<file path="config.mk">
export PLATFORM = sky130hd
export DESIGN_NAME = psum_collector
export DESIGN_NICKNAME = d
export VERILOG_FILES = /design/src/rtl/cim_pkg.sv /design/src/rtl/psum_fifo.sv /design/src/rtl/psum_collector.sv
export SDC_FILE = /design/constraint.sdc
export NUM_CORES = 2
export LEC_CHECK = 0
export CAP_MARGIN = 20
export CORE_AREA = 2 2 552 554
export DETAILED_ROUTE_END_ITERATION = 8
export DIE_AREA = 0 0 554 556
export GPL_ROUTABILITY_DRIVEN = 0
export PLACE_DENSITY = 0.6
export SLEW_MARGIN = 20
export SYNTH_ARGS = -nofsm -noshare
export SYNTH_HDL_FRONTEND = slang
export SYNTH_HIERARCHICAL = 1
export SYNTH_SLANG_ARGS = --single-unit
export TNS_END_PERCENT = 20
</file>
<file path="constraint.sdc">
create_clock -name clk -period 74.9 [get_ports clk]
set_clock_uncertainty 0.2 [all_clocks]
set_input_delay 18.725 -clock clk [delete_from_list [all_inputs] [get_ports clk]]
set_output_delay 18.725 -clock clk [all_outputs]
set_load 0.03 [all_outputs]
</file>
<file path="src/rtl/cim_pkg.sv">
// Shared geometry constants for the 3x3 compute-in-memory core and the
// PSUM collection path that sits behind it.
package cim_pkg;

  localparam int NUM_COL  = 3;
  localparam int NUM_ROW  = 3;
  localparam int NUM_LANE = 8;
  localparam int LANE_W   = 14;
  localparam int SUM_W    = LANE_W + 2;

  localparam int MACRO_W  = NUM_LANE * LANE_W;             // 112
  localparam int PSUM_W   = NUM_COL * NUM_ROW * MACRO_W;   // 1008
  localparam int COL_W    = NUM_LANE * SUM_W;              // 128
  localparam int REC_W    = NUM_COL * COL_W;               // 384

endpackage

</file>
<file path="src/rtl/psum_fifo.sv">
// Synchronous record FIFO with registered full/empty and a valid/ready pop
// side; push and pop may coincide at any occupancy, including full.
module psum_fifo #(
  parameter int DEPTH = 4,
  parameter int WIDTH = 384,
  localparam int ADDR_W = $clog2(DEPTH)
) (
  input  logic              clk,
  input  logic              rst,
  input  logic              push,
  input  logic [WIDTH-1:0]  push_data,
  input  logic              pop_ready,
  output logic              pop_valid,
  output logic [WIDTH-1:0]  pop_data,
  output logic [ADDR_W:0]   count
);

  logic [WIDTH-1:0]  mem [DEPTH];
  logic [ADDR_W:0]   wr_ptr;
  logic [ADDR_W:0]   rd_ptr;
  logic [ADDR_W:0]   wr_next;
  logic [ADDR_W:0]   rd_next;
  logic              empty_q;
  logic              full_q;
  logic              do_push;
  logic              do_pop;

  assign do_pop  = !empty_q && pop_ready;
  // A pop in the same cycle frees the slot the push needs, even when full.
  assign do_push = push && (!full_q || do_pop);

  assign wr_next = wr_ptr + {{ADDR_W{1'b0}}, do_push};
  assign rd_next = rd_ptr + {{ADDR_W{1'b0}}, do_pop};

  // NOTE: state registers use non-blocking assignments so every flop
  // samples the pre-edge values regardless of statement order.
  always_ff @(posedge clk or posedge rst) begin
    if (rst) begin
      wr_ptr  <= '0;
      rd_ptr  <= '0;
      empty_q <= 1'b1;
      full_q  <= 1'b0;
    end else begin
      wr_ptr  <= wr_next;
      rd_ptr  <= rd_next;
      empty_q <= (wr_next == rd_next);
      full_q  <= (wr_next[ADDR_W] != rd_next[ADDR_W]) &&
                 (wr_next[ADDR_W-1:0] == rd_next[ADDR_W-1:0]);
    end
  end

  // NOTE: the storage array is deliberately not reset; the empty flag
  // already marks its contents invalid, and an unreset RAM maps to memory.
  always_ff @(posedge clk) begin
    if (do_push) begin
      mem[wr_ptr[ADDR_W-1:0]] <= push_data;
    end
  end

  assign pop_valid = !empty_q;
  assign pop_data  = empty_q ? '0 : mem[rd_ptr[ADDR_W-1:0]];
  assign count     = wr_ptr - rd_ptr;

endmodule

</file>
<file path="src/rtl/psum_collector.sv">
// Deskews the three core columns, sums the three rows per column lane and
// queues the assembled 3-column record for a valid/ready consumer.
module psum_collector #(
  parameter int DEPTH  = 4,
  parameter int LANE_W = cim_pkg::LANE_W,
  parameter int SUM_W  = cim_pkg::SUM_W,
  localparam int MACRO_W = cim_pkg::NUM_LANE * LANE_W,
  localparam int PSUM_W  = cim_pkg::NUM_COL * cim_pkg::NUM_ROW * MACRO_W,
  localparam int COL_W   = cim_pkg::NUM_LANE * SUM_W,
  localparam int REC_W   = cim_pkg::NUM_COL * COL_W
) (
  input  logic              clk,
  input  logic              rst,
  input  logic              in_valid,
  input  logic [PSUM_W-1:0] psum_in,
  output logic              in_ready,
  output logic              out_valid,
  input  logic              out_ready,
  output logic [REC_W-1:0]  out_data,
  output logic              err_overflow
);

  localparam int NUM_COL  = cim_pkg::NUM_COL;
  localparam int NUM_ROW  = cim_pkg::NUM_ROW;
  localparam int NUM_LANE = cim_pkg::NUM_LANE;
  localparam int ADDR_W   = $clog2(DEPTH);

  logic [REC_W-1:0]    col_sum;
  logic                vld_a;
  logic                vld_b;
  logic [COL_W-1:0]    sum_a;
  logic [2*COL_W-1:0]  sum_b;
  logic [REC_W-1:0]    wr_record;
  logic [ADDR_W:0]     fifo_count;
  logic [ADDR_W+1:0]   pending;

  // Row sums for every column of whatever the bus carries this cycle; each
  // pipeline stage picks only the column that belongs to its vector.
  // NOTE: col_sum gets a full default before the loops so no path through
  // this block can leave it unassigned and infer a latch.
  always_comb begin
    logic [SUM_W-1:0] acc;
    col_sum = '0;
    acc     = '0;
    for (int c = 0; c < NUM_COL; c++) begin
      for (int l = 0; l < NUM_LANE; l++) begin
        acc = '0;
        for (int r = 0; r < NUM_ROW; r++) begin
          acc = acc + SUM_W'(psum_in[(r*NUM_COL + c)*MACRO_W + l*LANE_W +: LANE_W]);
        end
        col_sum[(c*NUM_LANE + l)*SUM_W +: SUM_W] = acc;
      end
    end
  end

  always_ff @(posedge clk or posedge rst) begin
    if (rst) begin
      vld_a        <= 1'b0;
      vld_b        <= 1'b0;
      err_overflow <= 1'b0;
    end else begin
      vld_a <= in_valid;
      vld_b <= vld_a;
      if (in_valid && !in_ready) begin
        err_overflow <= 1'b1;
      end
    end
  end

  // Partial records carry no meaning without their valid bit.
  always_ff @(posedge clk) begin
    sum_a <= col_sum[0 +: COL_W];
    sum_b <= {col_sum[COL_W +: COL_W], sum_a};
  end

  // Column 2 is summed straight off the bus in the cycle the record is written.
  assign wr_record = {col_sum[2*COL_W +: COL_W], sum_b};

  psum_fifo #(
    .DEPTH (DEPTH),
    .WIDTH (REC_W)
  ) u_fifo (
    .clk       (clk),
    .rst       (rst),
    .push      (vld_b),
    .push_data (wr_record),
    .pop_ready (out_ready),
    .pop_valid (out_valid),
    .pop_data  (out_data),
    .count     (fifo_count)
  );

  // Reserve a slot for every vector still crossing the deskew stages.
  assign pending  = (ADDR_W+2)'(fifo_count) + (ADDR_W+2)'(vld_a) + (ADDR_W+2)'(vld_b);
  assign in_ready = pending < (ADDR_W+2)'(DEPTH);

endmodule

</file>
==> impl_metrics.env <==
export IMPL_synth_top_family_by_area="adder cells"
export IMPL_drtAntennaViolNets=0
export IMPL_synthAdderAreaFrac_pct=12.7
export IMPL_min_period_over_period_pct=33.6
export IMPL_io_buffers=1398
export IMPL_area_growth_pct=28.6
export IMPL_drt_iter0_drc=4033
export IMPL_pre_cts_ws_ps=50330
export IMPL_clk_insertion_delay_late_ps=880
export IMPL_hold_path_class="reg2reg"
export IMPL_synth_xor_area_share_pct=2.59
export IMPL_grt_pass1_vias=54400
export IMPL_cp_slowest_cell="dfrtp_4"
export IMPL_cts_buffers_inserted=206
export IMPL_p_leak_nw=40.3
export IMPL_syn_inst=5377
export IMPL_cts_root_buf="clkbuf_16"
export IMPL_utilization_pct=37.6
export IMPL_cp_required_ps=55980
export IMPL_fp_dieW_um=554
export IMPL_antenna_found_initial=128
export IMPL_yosysTopAreaCell="edfxtp_1"
export IMPL_wirelength_um=291000
export IMPL_overflow=0
export IMPL_finalNetCount=8573
export IMPL_endpoint_kind="output port"
export IMPL_grt_pass1_wl_um=404000
export IMPL_grt_usage_pct=18.3
export IMPL_post_drt_via_cell_ratio=4.76
export IMPL_slowest_delay_ps=870
export IMPL_yosysWarnings=6
export IMPL_cts_setup_buffers=0
export IMPL_rows=202
export IMPL_pin_count=1399
export IMPL_setup_viol=0
export IMPL_muxShareOfSynthArea_pct=9.83
export IMPL_start_util_pct=29.2
export IMPL_clkSinkCount=1931
export IMPL_grt_max_degree=147
export IMPL_fmax_mhz=39.8
export IMPL_relSlewSlack_pct=26.6
export IMPL_setup_ws_ps=49750
export IMPL_core_area_mm2=0.302
export IMPL_place_hpwl_um=223000
export IMPL_worst_ep_arrival_time_ps=6220
export IMPL_synth_area_leaders="edfxtp_1 52%, mux4_2 9.8%, dfxtp_1 8.7%, fa_1 8.2%, ha_1 4.5%"
export IMPL_placedCellCount=10700
export IMPL_critPathKind="reg2out"
export IMPL_crit_top_cell="buf_4"
export IMPL_cp_cell_sequence="buf_4 > buf_4 > buf_4 > buf_4 > mux4_2 > and2_1 > clkdlybuf4s50_1"
export IMPL_die_h_um=556
export IMPL_ys_types=70
export IMPL_synthSimpleGateAreaFrac_pct=5.23
export IMPL_vdd_drop_max_mv=0.0245
export IMPL_holdBufCountCts=0
export IMPL_synthTopCellsByCount="1536 x edfxtp_1, 386 x and2_1, 384 x dfxtp_1, 384 x mux4_2, 366 x inv_1"
export IMPL_synth_area_per_cell_um2=16.4
export IMPL_final_max_slew_viol_count=0
export IMPL_power_per_cell_area_mw_per_mm2=40.0
export IMPL_stdcell_count=11100
export IMPL_critPathMaxFanout=42
export IMPL_drv_cap=0
export IMPL_vias=52800
export IMPL_clkTransAtPathRegs_ps=60
export IMPL_placed_cell_area_mm2=0.106
export IMPL_cts_buffer_depth=4
export IMPL_synth_compound_area_share_pct=5.42
export IMPL_finalPower_mw=4.55
export IMPL_async_flop_share_pct=0.570
export IMPL_min_period_ps=25150
export IMPL_synth_nets=7068
export IMPL_worstMarginPinSlew_ps=1100
export IMPL_synth_top_flop_cell="edfxtp_1"
export IMPL_status="finished, final reports clean"
export IMPL_drive_above_1_share_pct=11.1
export IMPL_stdcell_area_mm2=0.114
export IMPL_cp_start_kind="flip-flop"
export IMPL_hold_violations=0
export IMPL_dieArea_mm2=0.308
export IMPL_detail_route_wl_per_cell_um=26.2
export IMPL_drcViolationCount=0
export IMPL_ctsHtreeMaxLevel=4
export IMPL_yosysTopAreaCellShare_pct=52.2
export IMPL_rsz0062_at_grt="false"
export IMPL_ys_seq_area_share_pct=61.3
export IMPL_cts_resized=0
export IMPL_synth_seq_cells=1931
export IMPL_synth_edff_count=1536
export IMPL_synth_most_common_cell="edfxtp_1"
export IMPL_hold_ws_ps=86.0
export IMPL_tns_ps=0
export IMPL_tritoncts="yes"
export IMPL_first_pass_iters=7
export IMPL_synth_area_mm2=0.0883
[routing by layer]
metal	track usage, %	vias up	wire length (µm)
li1	-	23200	-
met1	23.0	26900	117000
met2	30.1	2093	138000
met3	5.60	483	24800
met4	5.97	92	10200
met5	0	-	584
[state kept, by name, indices dropped and copies added, names as in the netlist]
name,count
vld_b,1
u_fifo/rd_ptr,3
vld_a,1
err_overflow,1
u_fifo/wr_ptr,3
u_fifo/full_q,1
u_fifo/empty_q,1
sum_b,256
u_fifo/mem,1536
sum_a,128
[power by group]
part | internal [mW] | leakage [nW] | switching, mW | total (mW)
registers | 1.56 | 17.5 | 0.113 | 1.67
logic | 0.761 | 19.5 | 1.08 | 1.84
clock network | 0.608 | 3.36 | 0.426 | 1.03
total | 2.93 | 40.3 | 1.62 | 4.55
[worst paths after layout]
kind | start | to | slack [ps] | cells after the start
worst min register to register | sum_a[112]$_DFF_P_ | sum_b[112]$_DFF_P_ | 90 | 0
worst min-delay path | sum_a[112]$_DFF_P_ | sum_b[112]$_DFF_P_ | 90 | 0
max in group asynchronous | rst | u_fifo/empty_q$_DFF_PP1_ | 56280 | 2
min in group asynchronous | rst | vld_a$_DFF_PP0_ | 17910 | 2
worst max register to register | u_fifo/empty_q$_DFF_PP1_ | u_fifo/mem[2][271]$_DFFE_PP_ | 70480 | 6
worst max-delay path | u_fifo/rd_ptr[0]$_DFF_PP0_ | out_data[312] | 49750 | 7
[critical path, delay by kind of cell, from the launching register on]
kind / cells / cell delay (ps)
DFF: 1 / 870
and+or+nand+nor: 1 / 170
muxes: 1 / 610
buffers and inverters: 5 / 3550
[cell usage in the layout (no fill, tap or decap), drive strengths merged, types with 182 or more instances in the layout]
cell	instances
edfxtp	1536
clkdlybuf4s50	1398
and2	386
dfxtp	384
mux4	384
inv	374
fa	361
ha	318
clkbuf	274
a21oi	242
o21ai	186
xnor2	182
[final cells by class]
class                      count  area [µm²]
timing repair buffer        1451       14400
tap                         3978        4980
clock buffer                 274        5670
inverter                     367        1390
fill                       28000      189000
multi-input combinational   2925       31600
antenna                       40         100
clock inverter               113        1270
sequential                  1931       54100
[cell families after synthesis]
family	Yosys count
AOI/OAI and AO/OA	770
xor gates and xnor gates	261
adders and majority gates	679
buffers and inverters	521
DFF	1931
muxes	387
and+or+nand+nor	828
No activity file was read; power rests on OpenSTA's default activity.
